==> config.mk <==
export PLATFORM = sky130hd
export DESIGN_NAME = instr_sequencer
export DESIGN_NICKNAME = d
export VERILOG_FILES = /design/src/rtl/instr_sequencer.sv
export SDC_FILE = /design/constraint.sdc
export NUM_CORES = 1
export LEC_CHECK = 0
export CAP_MARGIN = 20
export CELL_PAD_IN_SITES_DETAIL_PLACEMENT = 1
export CELL_PAD_IN_SITES_GLOBAL_PLACEMENT = 2
export CORE_ASPECT_RATIO = 1.25
export CORE_MARGIN = 2
export CORE_UTILIZATION = 35
export CTS_CLUSTER_SIZE = 24
export DETAILED_ROUTE_END_ITERATION = 16
export PLACE_DENSITY_LB_ADDON = 0.05
export SYNTH_ARGS = -nofsm -noshare
export SYNTH_HDL_FRONTEND = slang
export SYNTH_SLANG_ARGS = --single-unit
==> constraint.sdc <==
create_clock -name clk_i -period 2.8 [get_ports clk_i]
set_input_delay 0.42 -clock clk_i [delete_from_list [all_inputs] [get_ports clk_i]]
set_output_delay 0.42 -clock clk_i [all_outputs]
set_load 0.1 [all_outputs]
==> src/rtl/instr_sequencer.sv <==
// instr_sequencer
//   Initiator-side sequencer for the CPU controller start/waiting handshake.
//   Holds a loadable program memory of 16-bit instructions, presents one at a
//   time on instr_o, pulses start_o, tracks waiting_i through acceptance and
//   completion, then advances the PC. Opcode 3'b111 is HALT and is never issued.
//
//   State table
//   state   | meaning
//   --------+-------------------------------------------------------------
//   S_IDLE  | waiting for go_i; program memory writable
//   S_FETCH | one cycle; latch mem[pc] into instr, decode HALT
//   S_ISSUE | start_o high, waiting for controller to drop waiting_i
//   S_EXEC  | start_o low, waiting for controller to raise waiting_i
//   S_HALT  | program finished (HALT opcode or last address); done_o high
//   S_ERR   | handshake timeout; err_o high, pc/instr hold faulting values
//
// Ports
//   clk_i, rst_ni     clock (rising edge), async active-low reset
//   go_i              start execution at address 0 (from IDLE/HALT/ERR)
//   abort_i           force IDLE on next edge, priority over everything
//   prog_we_i/addr/wdata  program memory write port (ignored while busy)
//   waiting_i         controller idle indication (1 = idle/done)
//   instr_o, pc_o     current instruction and its address
//   start_o           registered request to the controller
//   busy_o/done_o/err_o  decoded from the state register
//   retired_o         completed instruction count, saturating at 255
module instr_sequencer #(
  parameter int DEPTH   = 32,
  parameter int AW      = 5,
  parameter int TIMEOUT = 15
) (
  input  logic          clk_i,
  input  logic          rst_ni,
  input  logic          go_i,
  input  logic          abort_i,
  input  logic          prog_we_i,
  input  logic [AW-1:0] prog_addr_i,
  input  logic [15:0]   prog_wdata_i,
  input  logic          waiting_i,
  output logic [15:0]   instr_o,
  output logic          start_o,
  output logic [AW-1:0] pc_o,
  output logic          busy_o,
  output logic          done_o,
  output logic          err_o,
  output logic [7:0]    retired_o
);

  localparam int            TW      = $clog2(TIMEOUT + 1);
  localparam logic [TW-1:0] TMO_MAX = TW'(TIMEOUT);
  localparam logic [AW-1:0] PC_LAST = AW'(DEPTH - 1);
  localparam logic [2:0]    OP_HALT = 3'b111;

  typedef enum logic [2:0] {
    S_IDLE,
    S_FETCH,
    S_ISSUE,
    S_EXEC,
    S_HALT,
    S_ERR
  } state_e;

  state_e        state_q, state_d;
  logic [AW-1:0] pc_q, pc_d;
  logic [15:0]   instr_q, instr_d;
  logic          start_q, start_d;
  logic [7:0]    retired_q, retired_d;
  logic [TW-1:0] tmo_q, tmo_d;

  logic [15:0]   mem_q [DEPTH];
  logic [15:0]   fetched;
  logic          mem_we;

  // Program memory: no reset, writable only when not executing.
  assign mem_we  = prog_we_i &&
                   ((state_q == S_IDLE) || (state_q == S_HALT) || (state_q == S_ERR));
  assign fetched = mem_q[pc_q];

  always_ff @(posedge clk_i) begin
    if (mem_we) begin
      mem_q[prog_addr_i] <= prog_wdata_i;
    end
  end

  always_ff @(posedge clk_i or negedge rst_ni) begin
    if (!rst_ni) begin
      state_q   <= S_IDLE;
      pc_q      <= '0;
      instr_q   <= 16'h0000;
      start_q   <= 1'b0;
      retired_q <= 8'd0;
      tmo_q     <= '0;
    end else begin
      state_q   <= state_d;
      pc_q      <= pc_d;
      instr_q   <= instr_d;
      start_q   <= start_d;
      retired_q <= retired_d;
      tmo_q     <= tmo_d;
    end
  end

  always_comb begin
    state_d   = state_q;
    pc_d      = pc_q;
    instr_d   = instr_q;
    start_d   = start_q;
    retired_d = retired_q;
    tmo_d     = tmo_q;

    if (abort_i) begin
      // pc, instr and retired deliberately hold so the host can inspect them.
      state_d = S_IDLE;
      start_d = 1'b0;
    end else begin
      unique case (state_q)
        S_IDLE, S_HALT, S_ERR: begin
          if (go_i) begin
            pc_d      = '0;
            retired_d = 8'd0;
            state_d   = S_FETCH;
          end
        end
        S_FETCH: begin
          instr_d = fetched;
          tmo_d   = '0;
          if (fetched[15:13] == OP_HALT) begin
            state_d = S_HALT;
          end else begin
            state_d = S_ISSUE;
            start_d = 1'b1;
          end
        end
        S_ISSUE: begin
          // Acceptance is waiting_i going low; a stale high is never completion.
          if (!waiting_i) begin
            state_d = S_EXEC;
            start_d = 1'b0;
            tmo_d   = '0;
          end else if (tmo_q == TMO_MAX) begin
            state_d = S_ERR;
            start_d = 1'b0;
          end else begin
            tmo_d = tmo_q + 1'b1;
          end
        end
        S_EXEC: begin
          if (waiting_i) begin
            if (retired_q != 8'hFF) begin
              retired_d = retired_q + 8'd1;
            end
            if (pc_q == PC_LAST) begin
              state_d = S_HALT;
            end else begin
              pc_d    = pc_q + 1'b1;
              state_d = S_FETCH;
            end
          end else if (tmo_q == TMO_MAX) begin
            state_d = S_ERR;
          end else begin
            tmo_d = tmo_q + 1'b1;
          end
        end
        default: begin
          state_d = S_IDLE;
          start_d = 1'b0;
        end
      endcase
    end
  end

  assign instr_o   = instr_q;
  assign start_o   = start_q;
  assign pc_o      = pc_q;
  assign retired_o = retired_q;
  assign busy_o    = (state_q == S_FETCH) || (state_q == S_ISSUE) || (state_q == S_EXEC);
  assign done_o    = (state_q == S_HALT);
  assign err_o     = (state_q == S_ERR);

endmodule
==> flow_metrics.tcl, run 1 <==
set metrics [dict create \
    gp_congestion 0.707 \
    cts_root_buf "clkbuf_16" \
    dr.pass1.iters 5 \
    critPathBufInv 2 \
    yosysTopAreaCell "edfxtp_1" \
    layout-drive-gt1-share 0.345 \
    pwr-share-clk 0.413 \
    p_leak_nw 8.29 \
    avgSynthCellArea_um2 21.2 \
    start_kind "register" \
    worstPathCellList "buf_4 > nor2b_1 > and2_1 > buf_4" \
    fin_ws_ns 0.256 \
    cts_resized 0 \
    die_w_um 225 \
    swShare 0.252 \
    htree_levels 2 \
    peakVddDrop_uv 758 \
    clockBufferDepth 3 \
    yosysSeqAreaShare 0.760 \
    synth_xor_area_frac 0.00327 \
    nets 1223 \
    netlist_instances 1010 \
    synth_top_flop_cell "edfxtp_1" \
    synth_top_area_share 0.717 \
    p_seq_frac 0.477 \
    fmax_ghz 0.393 \
    synthMuxAreaShare 0.168 \
    drv_slew 0 \
    synth-simple-area-share 0.0290 \
    die_h_um 281 \
    worstSetupEndpointType "output port" \
    synth_fa_ha_area_frac 0.00233 \
    grt_busiest_layer "met2" \
    ys_ff_latch 549 \
    fin_cells 2011 \
    via_count 10500 \
    synthArstFlopShare 0.0674 \
    tightest_slew_ns 0.639 \
    drt_iter0_markers 613 \
    port-buffer-count 59 \
    place_ws_ns 0.274 \
    grt_use_met3 0.0247 \
    finalCritPeriodShare 0.908 \
    grt.met1_usage 0.235 \
    crit_cells 4 \
    dp.cells 1904 \
    crit_type "reg -> out" \
    cp_slowest_stage_delay_ns 0.45 \
    total_power_mw 19.6 \
    path_delay_family "simple AND/OR/NAND/NOR gates" \
    power.internal_mw 14.6 \
    grt_usage 0.189 \
    fill_cells 5627 \
    cts_buffers 57 \
    antenna_found_initial 1 \
    ys_types 46 \
    cp_common_cell "buf_4" \
    relSlewSlack 0.574 \
    grt_setup_unrepaired "false" \
    drt-wirelength-per-cell_um 28.7 \
    rr_worst_depth 6 \
    worst_ep_required_time_ns 2.38 \
    yosysWarnings 0 \
    vias_per_cell 5.21 \
    maxCapViolations 0 \
    path_max_fanout 12 \
    worstPathArrival_ns 2.12 \
    grt_start_max_net_pins 33 \
    synth_edf_count 512 \
    fin_area_um2 26000 \
    setup_viol 0 \
    outcome "complete, no violations" \
    hold_ws_ns 0.342 \
    p_per_area_nw_per_um2 754 \
    ys_top_cells_by_area "edfxtp_1 72%, mux4_2 16%, dfrtp_1 4.3%" \
    hpwlAfterDp_mm 36.3 \
    place_area_um2 24000 \
    core-area_um2 60700 \
    grtUsageMet2 0.342 \
    hold_path_class "in -> async" \
    routed_wl_mm 57.6 \
    synth_top_family_by_area "multiplexers" \
    synthTopCellsByCount "512 x edfxtp_1, 148 x mux4_2, 58 x nor2_1, 41 x nand2_1, 37 x dfrtp_1" \
    antenna_left 0 \
    initial_core_util 0.353 \
    hold_viol_final 0 \
    grt_pass1_vias 11500 \
    grt_first_pass_wirelength_mm 83.7 \
    period_minus_slack_ns 2.54 \
    syn_nets 1041 \
    tritoncts "built" \
    area_delta_synth_final_pct 21.1 \
    cts_num_sinks 549 \
    n_antenna_cell 0 \
    fin_skew_ns 0.0209 \
    synth.most_common_cell "edfxtp_1" \
    clkLatencyLatePin_ns 0.62 \
    syn_area_um2 21400 \
    placementRows 101 \
    timing.setup.tns_ns 0 \
    p_sw_mw 4.93 \
    slowest_stage "dfrtp_1" \
    synth_compound_area_frac 0.0228 \
    cts.reportedPaths.clkPinSlew_ns 0.06 \
    grt-ovfl-total 0 \
    dieArea_um2 63200 \
    route.detailed.drc 0 \
    io_pins 60 \
    fin_util 0.428 \
    cts_setup_buffers 0 \
    combPwrFrac 0.110 \
]
[repair_timing]
item                                    in CTS  in global routing
hold buffers                                 1                  0
endpoints found under the setup margin       0                  0
hold endpoints to repair                    17                  0
[worst reg2reg max path: stages, from the launching register on]
cell,delay (ns)
dfrtp_4,0.51
buf_12,0.27
buf_4,0.25
mux4_2,0.52
mux4_2,0.56
mux2i_1,0.17
o21ai_1,0.08
[state kept, by name, indices dropped and copies added (netlist names)]
name / count
mem_q: 512
instr_o: 16
retired_o: 8
pc_o: 5
tmo_q: 4
state_q: 3
start_o: 1
[path summary, 6_finish.rpt]
kind / startpoint / slack (ns) / end
worst max-delay path: state_q[1] / 0.26 / err_o
worst min-delay path: rst_ni / 0.34 / retired_o[2]
worst max register to register: pc_o[0] / 0.29 / instr_o[8]
worst min register to register: instr_o[15] / 0.50 / instr_o[15]
max in group asynchronous: rst_ni / 1.81 / instr_o[11]
min in group clk_i: instr_o[15] / 0.50 / instr_o[15]
[layout make-up]
class	instances	area, µm²	share of cell area
Clock inverter	32	417	0.0160
Sequential cell	549	16300	0.628
Inverter	5	18.8	0.000723
Multi-Input combinational cell	403	4910	0.189
Tap cell	772	966	0.0372
Clock buffer	74	1570	0.0606
Timing Repair Buffer	176	1770	0.0682
[cell usage in the layout (no fill, tap or decap), types with 4 or more instances in the layout]
cell type | synthesis | routed
clkinv_2 | 0 | 13
nor2_1 | 58 | 26
nor2b_1 | 4 | 4
nor2_2 | 0 | 32
clkbuf_8 | 0 | 4
clkbuf_16 | 0 | 59
xor2_1 | 5 | 5
a211oi_1 | 8 | 8
o21ai_0 | 13 | 13
buf_12 | 0 | 31
nand2_1 | 41 | 41
mux4_2 | 148 | 148
dfrtp_1 | 37 | 33
clkdlybuf4s50_1 | 0 | 25
o221ai_1 | 5 | 5
nand3_1 | 9 | 9
nand2b_1 | 4 | 4
edfxtp_1 | 512 | 512
buf_4 | 12 | 118
a22oi_1 | 4 | 4
clkbuf_1 | 15 | 11
a21o_1 | 5 | 5
nor3_1 | 6 | 5
a22o_1 | 4 | 4
mux2i_1 | 25 | 25
a21oi_1 | 15 | 15
inv_1 | 5 | 5
ha_1 | 4 | 4
and3_1 | 4 | 4
clkinv_1 | 0 | 5
o21ai_1 | 13 | 13
bufinv_16 | 0 | 10
[layer usage]
layer,share of wire,vias to the layer above
met2,0.54,198
met5,0,-
met4,0.026,0
li1,-,4557
met1,0.41,5652
met3,0.034,79
[kinds of logic (layout without fill, tap and decap cells)]
| logic type | Yosys count | after routing |
|---|---|---|
| flops | 549 | 549 |
| buf+inv | 58 | 287 |
| xor+xnor | 8 | 8 |
| compound gates | 77 | 77 |
| mux | 174 | 174 |
| fa+ha+maj | 4 | 4 |
| simple gates | 140 | 140 |
[power groups by stage]
stage | Clock [mW] | Sequential, mW | Combinational (mW)
6_report | 8.08 | 9.34 | 2.16
5_1_grt | 8.57 | 9.36 | 2.29
4_1_cts | 8.30 | 9.35 | 2.20
3_5_place_dp | 0 | 9.52 | 2.20
3_3_place_gp | 0 | 9.52 | 2.18
2_1_floorplan | 0 | 10.2 | 0.681
Note: power is estimated with default switching activity, not from simulation.
==> inputs of run 2 (changes only) <==
==> constraint.sdc (replaced) <==
create_clock -name clk_i -period 2.8 [get_ports clk_i]
set_input_delay 0.28 -clock clk_i [delete_from_list [all_inputs] [get_ports clk_i]]
set_output_delay 0.28 -clock clk_i [all_outputs]
set_load 0.1 [all_outputs]
==> run 2 against run 1 <==
  * Wire length is 2.9% lower
  * Power decreased by 3.6%
  * Via count down 2.2%
  * Fmax increased by 3.3%
  * Final cell count down 0.65%
  * Register-to-register slack improved by 0.07 ns
  * Worst setup slack better by 0.082 ns
  * Non-clock buffer count down 12
  * Hold slack got worse by 0.049 ns
  * Design area is 1.1% lower
  * Sequential share of layout area is 0.68 points higher
  * Highest routed layer unchanged
==> flow_metrics.tcl, run 2 (synthesized netlist as in run 1, its figures left out) <==
set metrics [dict create \
    total_power_mw 18.9 \
    pwr-share-clk 0.393 \
    cts_num_sinks 549 \
    fin_cells 1998 \
    regToRegSetupSlack_ns 0.36 \
    worstSetupEndpointType "output port" \
    placementRows 101 \
    dp.cells 1892 \
    swShare 0.256 \
    cts_buffers 57 \
    die_w_um 225 \
    antenna_left 0 \
    grt_pass1_vias 11400 \
    peakVddDrop_uv 568 \
    port-buffer-count 59 \
    worst_ep_required_time_ns 2.52 \
    die_h_um 281 \
    largest_reg_flops 512 \
    cts_root_buf "clkbuf_16" \
    maxCapViolations 0 \
    p_sw_mw 4.84 \
    clkLatencyLatePin_ns 0.60 \
    clockBufferDepth 3 \
    cts.reportedPaths.clkPinSlew_ns 0.06 \
    grt_start_max_net_pins 39 \
    initial_core_util 0.353 \
    path_max_fanout 12 \
    core-area_um2 60700 \
    layout-drive-gt1-share 0.330 \
    dieArea_um2 63200 \
    worstPathArrival_ns 2.18 \
    tritoncts "built" \
    grt-ovfl-total 0 \
    cp_slowest_stage_delay_ns 0.54 \
    fin_skew_ns 0.0201 \
    p_per_area_nw_per_um2 735 \
    cts_setup_buffers 0 \
    n_antenna_cell 0 \
    tightest_slew_ns 0.765 \
    dr.pass1.iters 5 \
    gp_congestion 0.713 \
    period_minus_slack_ns 2.46 \
    relSlewSlack 0.490 \
    p_seq_frac 0.494 \
    vias_per_cell 5.13 \
    cp_common_cell "buf_4" \
    via_count 10300 \
    start_kind "register" \
    hold_path_class "in -> async" \
    setup_viol 0 \
    outcome "complete, no violations" \
    area_delta_synth_final_pct 19.9 \
    worstPathCellList "buf_4 > nor2b_1 > and2_1 > buf_4" \
    hold_viol_final 0 \
    power.internal_mw 14.0 \
    p_leak_nw 8.13 \
    finalCritPeriodShare 0.879 \
    crit_type "reg -> out" \
    hpwlAfterDp_mm 35.5 \
    final_cell_mix "512 x edfxtp_1, 148 x mux4_2, 106 x buf_4" \
    layout_commonest_cell "edfxtp_1" \
    drt_iter0_markers 598 \
    route.detailed.drc 0 \
    grt_setup_unrepaired "false" \
    fmax_ghz 0.406 \
    grt_usage 0.184 \
    regMostFlops "mem_q" \
    nets 1211 \
    htree_levels 2 \
    drt-wirelength-per-cell_um 28.0 \
    grt_first_pass_wirelength_mm 82.2 \
    antenna_found_initial 0 \
    slowest_stage "dfrtp_1" \
    drv_slew 0 \
    routed_wl_mm 56.0 \
    timing.setup.tns_ns 0 \
    combPwrFrac 0.113 \
    io_pins 60 \
    hold_ws_ns 0.293 \
]
## run 2: cell count changes in the layout (fill, tap and decap cells not counted), sizes merged
cell / before / now
buf: 150 / 138
clkinv: 18 / 24
bufinv: 10 / 6
clkbuf: 74 / 70
clkinvlp: 2 / 4
inv: 7 / 6
## run 2: area by class of cell
cell class,instances,area (µm²)
clock buffers,70,1480
multi-input cells,403,4910
flip-flops and latches,549,16300
repair buffers,164,1680
fillers,5681,35000
inverters,5,18.8
well taps,772,966
clock inverters,35,327
## run 2: critical path: cells and delay by family (launching register included)
kind                   cells  cell delay [ns]
buffers and inverters      2             0.53
and+or+nand+nor            2             0.52
DFF                        1             0.54
## run 2: path summary, 6_finish.rpt
check                            start            to  cells past startpoint
setup / recovery            state_q[0]         err_o                      4
hold / removal                  rst_ni  retired_o[1]                      2
setup reg to reg               pc_o[1]    state_q[1]                      7
hold reg to reg            instr_o[15]   instr_o[15]                      2
max in group asynchronous       rst_ni    instr_o[1]                      3
min in group clk_i                go_i    state_q[0]                      3
## run 2: power groups by stage
| stage | Sequential, mW | Combinational (mW) | Clock [mW] |
|---|---|---|---|
| global route | 9.34 | 2.27 | 7.96 |
| CTS | 9.33 | 2.18 | 7.63 |
| finish | 9.32 | 2.14 | 7.42 |
| floorplan | 10.2 | 0.681 | 0 |
| detailed placement | 9.50 | 2.18 | 0 |
| global placement | 9.51 | 2.17 | 0 |
## run 2: layer usage
layer,vias up,GRT usage,wire [µm]
li1,4530,-,-
met1,5508,0.238,23700
met2,155,0.332,29600
met3,61,0.0250,1840
met4,0,0.0358,821
met5,-,0,0
## run 2: repair_timing
action,in CTS,in global routing
hold buffers,1,0
endpoints found under the hold margin,22,0
gates resized for setup,0,0
## run 2: stage by stage
step / cell area [µm²] / utilization / setup slack (ns)
2_1_floorplan: 21400 / - / 0.0866
3_3_place_gp: 23900 / 0.394 / 0.358
3_5_place_dp: 23900 / 0.394 / 0.318
4_1_cts: 25700 / 0.424 / 0.269
5_1_grt: 25700 / 0.424 / 0.201
6_report: 25700 / 0.424 / 0.339
==> inputs of run 3 (changes only) <==
- CORE_MARGIN: 2 -> unset
- CTS_BUF_LIST: unset -> sky130_fd_sc_hd__clkbuf_8
==> run 3 against run 2 <==
  * Design area fell by 0.53%
  * Die area shrank 1.6%
  * Utilization decreased by 0.22 points
  * Final cell count is 3.7% higher
  * Combinational power barely moved
  * Register-to-register slack lost 0.17 ns
  * Wire length grew 5.0%
  * Non-clock buffer count increased by 7
  * Critical endpoint is now instr_o[0]
==> flow_metrics.tcl, run 3 (synthesized netlist as in run 1, its figures left out) <==
set metrics [dict create \
    layout-drive-gt1-share 0.341 \
    core-area_um2 60700 \
    placementRows 101 \
    worstPathArrival_ns 3.15 \
    worst_ep_required_time_ns 3.34 \
    peakVddDrop_uv 501 \
    final_cell_mix "512 x edfxtp_1, 148 x mux4_2, 118 x buf_4" \
    period_minus_slack_ns 2.61 \
    fmax_ghz 0.383 \
    gp_congestion 0.714 \
    route.detailed.drc 0 \
    fill_cells 5750 \
    rr_worst_depth 6 \
    fin_ws_ns 0.187 \
    regMostFlops "mem_q" \
    crit_path_end "instr_o[0]" \
    clkLatencyLatePin_ns 0.66 \
    hold_path_class "in -> async" \
    finalCritPeriodShare 0.933 \
    via_count 10600 \
    r2r_end "instr_o[0]" \
    place_ws_ns 0.124 \
    grt_usage 0.195 \
    antenna_left 0 \
    outcome "complete, no violations" \
    drt-wirelength-per-cell_um 28.4 \
    grt_first_pass_wirelength_mm 84.7 \
    crit_type "reg -> reg" \
    total_power_mw 18.0 \
    nets 1252 \
    dr.pass1.iters 7 \
    layout_commonest_cell "edfxtp_1" \
    vias_per_cell 5.14 \
    p_leak_nw 8.26 \
    relSlewSlack 0.564 \
    grt_start_max_net_pins 44 \
    cts_num_sinks 549 \
    tightest_slew_ns 0.652 \
    drv_slew 0 \
    grt-ovfl-total 0 \
    io_pins 60 \
    start_kind "register" \
    drt_iter0_markers 552 \
    path_max_fanout 19 \
    area_delta_synth_final_pct 19.2 \
    timing.setup.tns_ns 0 \
    regToRegSetupSlack_ns 0.19 \
    hold_ws_ns 0.0644 \
    fin_util 0.421 \
    setup_viol 0 \
    initial_core_util 0.353 \
    die_h_um 279 \
    fin_area_um2 25600 \
    cts.reportedPaths.clkPinSlew_ns 0.06 \
    cts_root_buf "clkbuf_8" \
    cp-startpoint "pc_o[0]" \
    worstReg2RegStart "pc_o[0]" \
    routed_wl_mm 58.8 \
    fin_skew_ns 0.0258 \
    port-buffer-count 59 \
    cts_buffers 91 \
    dieArea_um2 62200 \
    cts_setup_buffers 0 \
    htree_levels 3 \
    hold_viol_final 0 \
    clockBufferDepth 3 \
    largest_reg_flops 512 \
    antenna_found_initial 1 \
    grt_pass1_vias 11900 \
    tritoncts "built" \
    p_per_area_nw_per_um2 706 \
    fin_cells 2072 \
    grt_setup_unrepaired "false" \
    place_area_um2 23800 \
    hpwlAfterDp_mm 36.6 \
    die_w_um 223 \
    dp.cells 1898 \
    maxCapViolations 0 \
    worstSetupEndpointType "register" \
]
==> run 3: changes by cell type in the layout (fill, tap and decap cells not counted), moves of 2 or more <==
cell and change:
buf_12 -6, buf_4 +12, bufinv_16 -5, clkbuf_1 -13, clkbuf_16 -57, clkbuf_8 +98
clkinv_1 +12, clkinv_2 -3, clkinvlp_4 -2, inv_1 +36
==> run 3: worst min path at each step <==
stage	from	to	slack, ns	depth (start not counted)
final	rst_ni	retired_o[1]	0.06	2
after CTS	rst_ni	retired_o[4]	0.001	2
after global placement	rst_ni	retired_o[1]	0.22	1
after floorplan	rst_ni	instr_o[0]	-0.02	0
after detailed placement	rst_ni	retired_o[1]	0.22	1
after global routing	rst_ni	retired_o[4]	0.03	2
==> run 3: cell type report <==
class / count / area (µm²) / share of cell area
repair buffers: 171 / 1670 / 0.0652
clock inverters: 73 / 329 / 0.0129
well taps: 772 / 966 / 0.0378
multi-input cells: 403 / 4910 / 0.192
diodes: 1 / 2.50 / 0.0000979
clock buffers: 98 / 1350 / 0.0528
inverters: 5 / 18.8 / 0.000734
flip-flops and latches: 549 / 16300 / 0.638
==> run 3: report_power, final <==
| group | internal (mW) | switching [mW] | leakage (nW) | total [mW] |
|---|---|---|---|---|
| combinational | 0.632 | 1.52 | 2.18 | 2.16 |
| sequential | 9.15 | 0.204 | 5.09 | 9.36 |
| clock | 3.32 | 3.19 | 0.988 | 6.52 |
| total | 13.1 | 4.92 | 8.26 | 18.0 |
==> run 3: worst max-delay path, stage by stage (launching register included) <==
cell and delay, ns:
dfrtp_4 0.74, buf_12 0.22, buf_12 0.18, mux4_2 0.54, mux4_2 0.56, mux2i_1 0.17, o21ai_1 0.07
==> run 3: repair_timing <==
item	in CTS	in global routing
hold buffers	1	0
gates resized for setup	0	0
hold endpoints to repair	37	0
endpoints found under the setup margin	0	0
==> run 3: metal layers <==
metal	part of all wire	GRT usage
met5	0	0
met2	0.53	0.354
met3	0.032	0.0283
met1	0.41	0.235
met4	0.026	0.0720
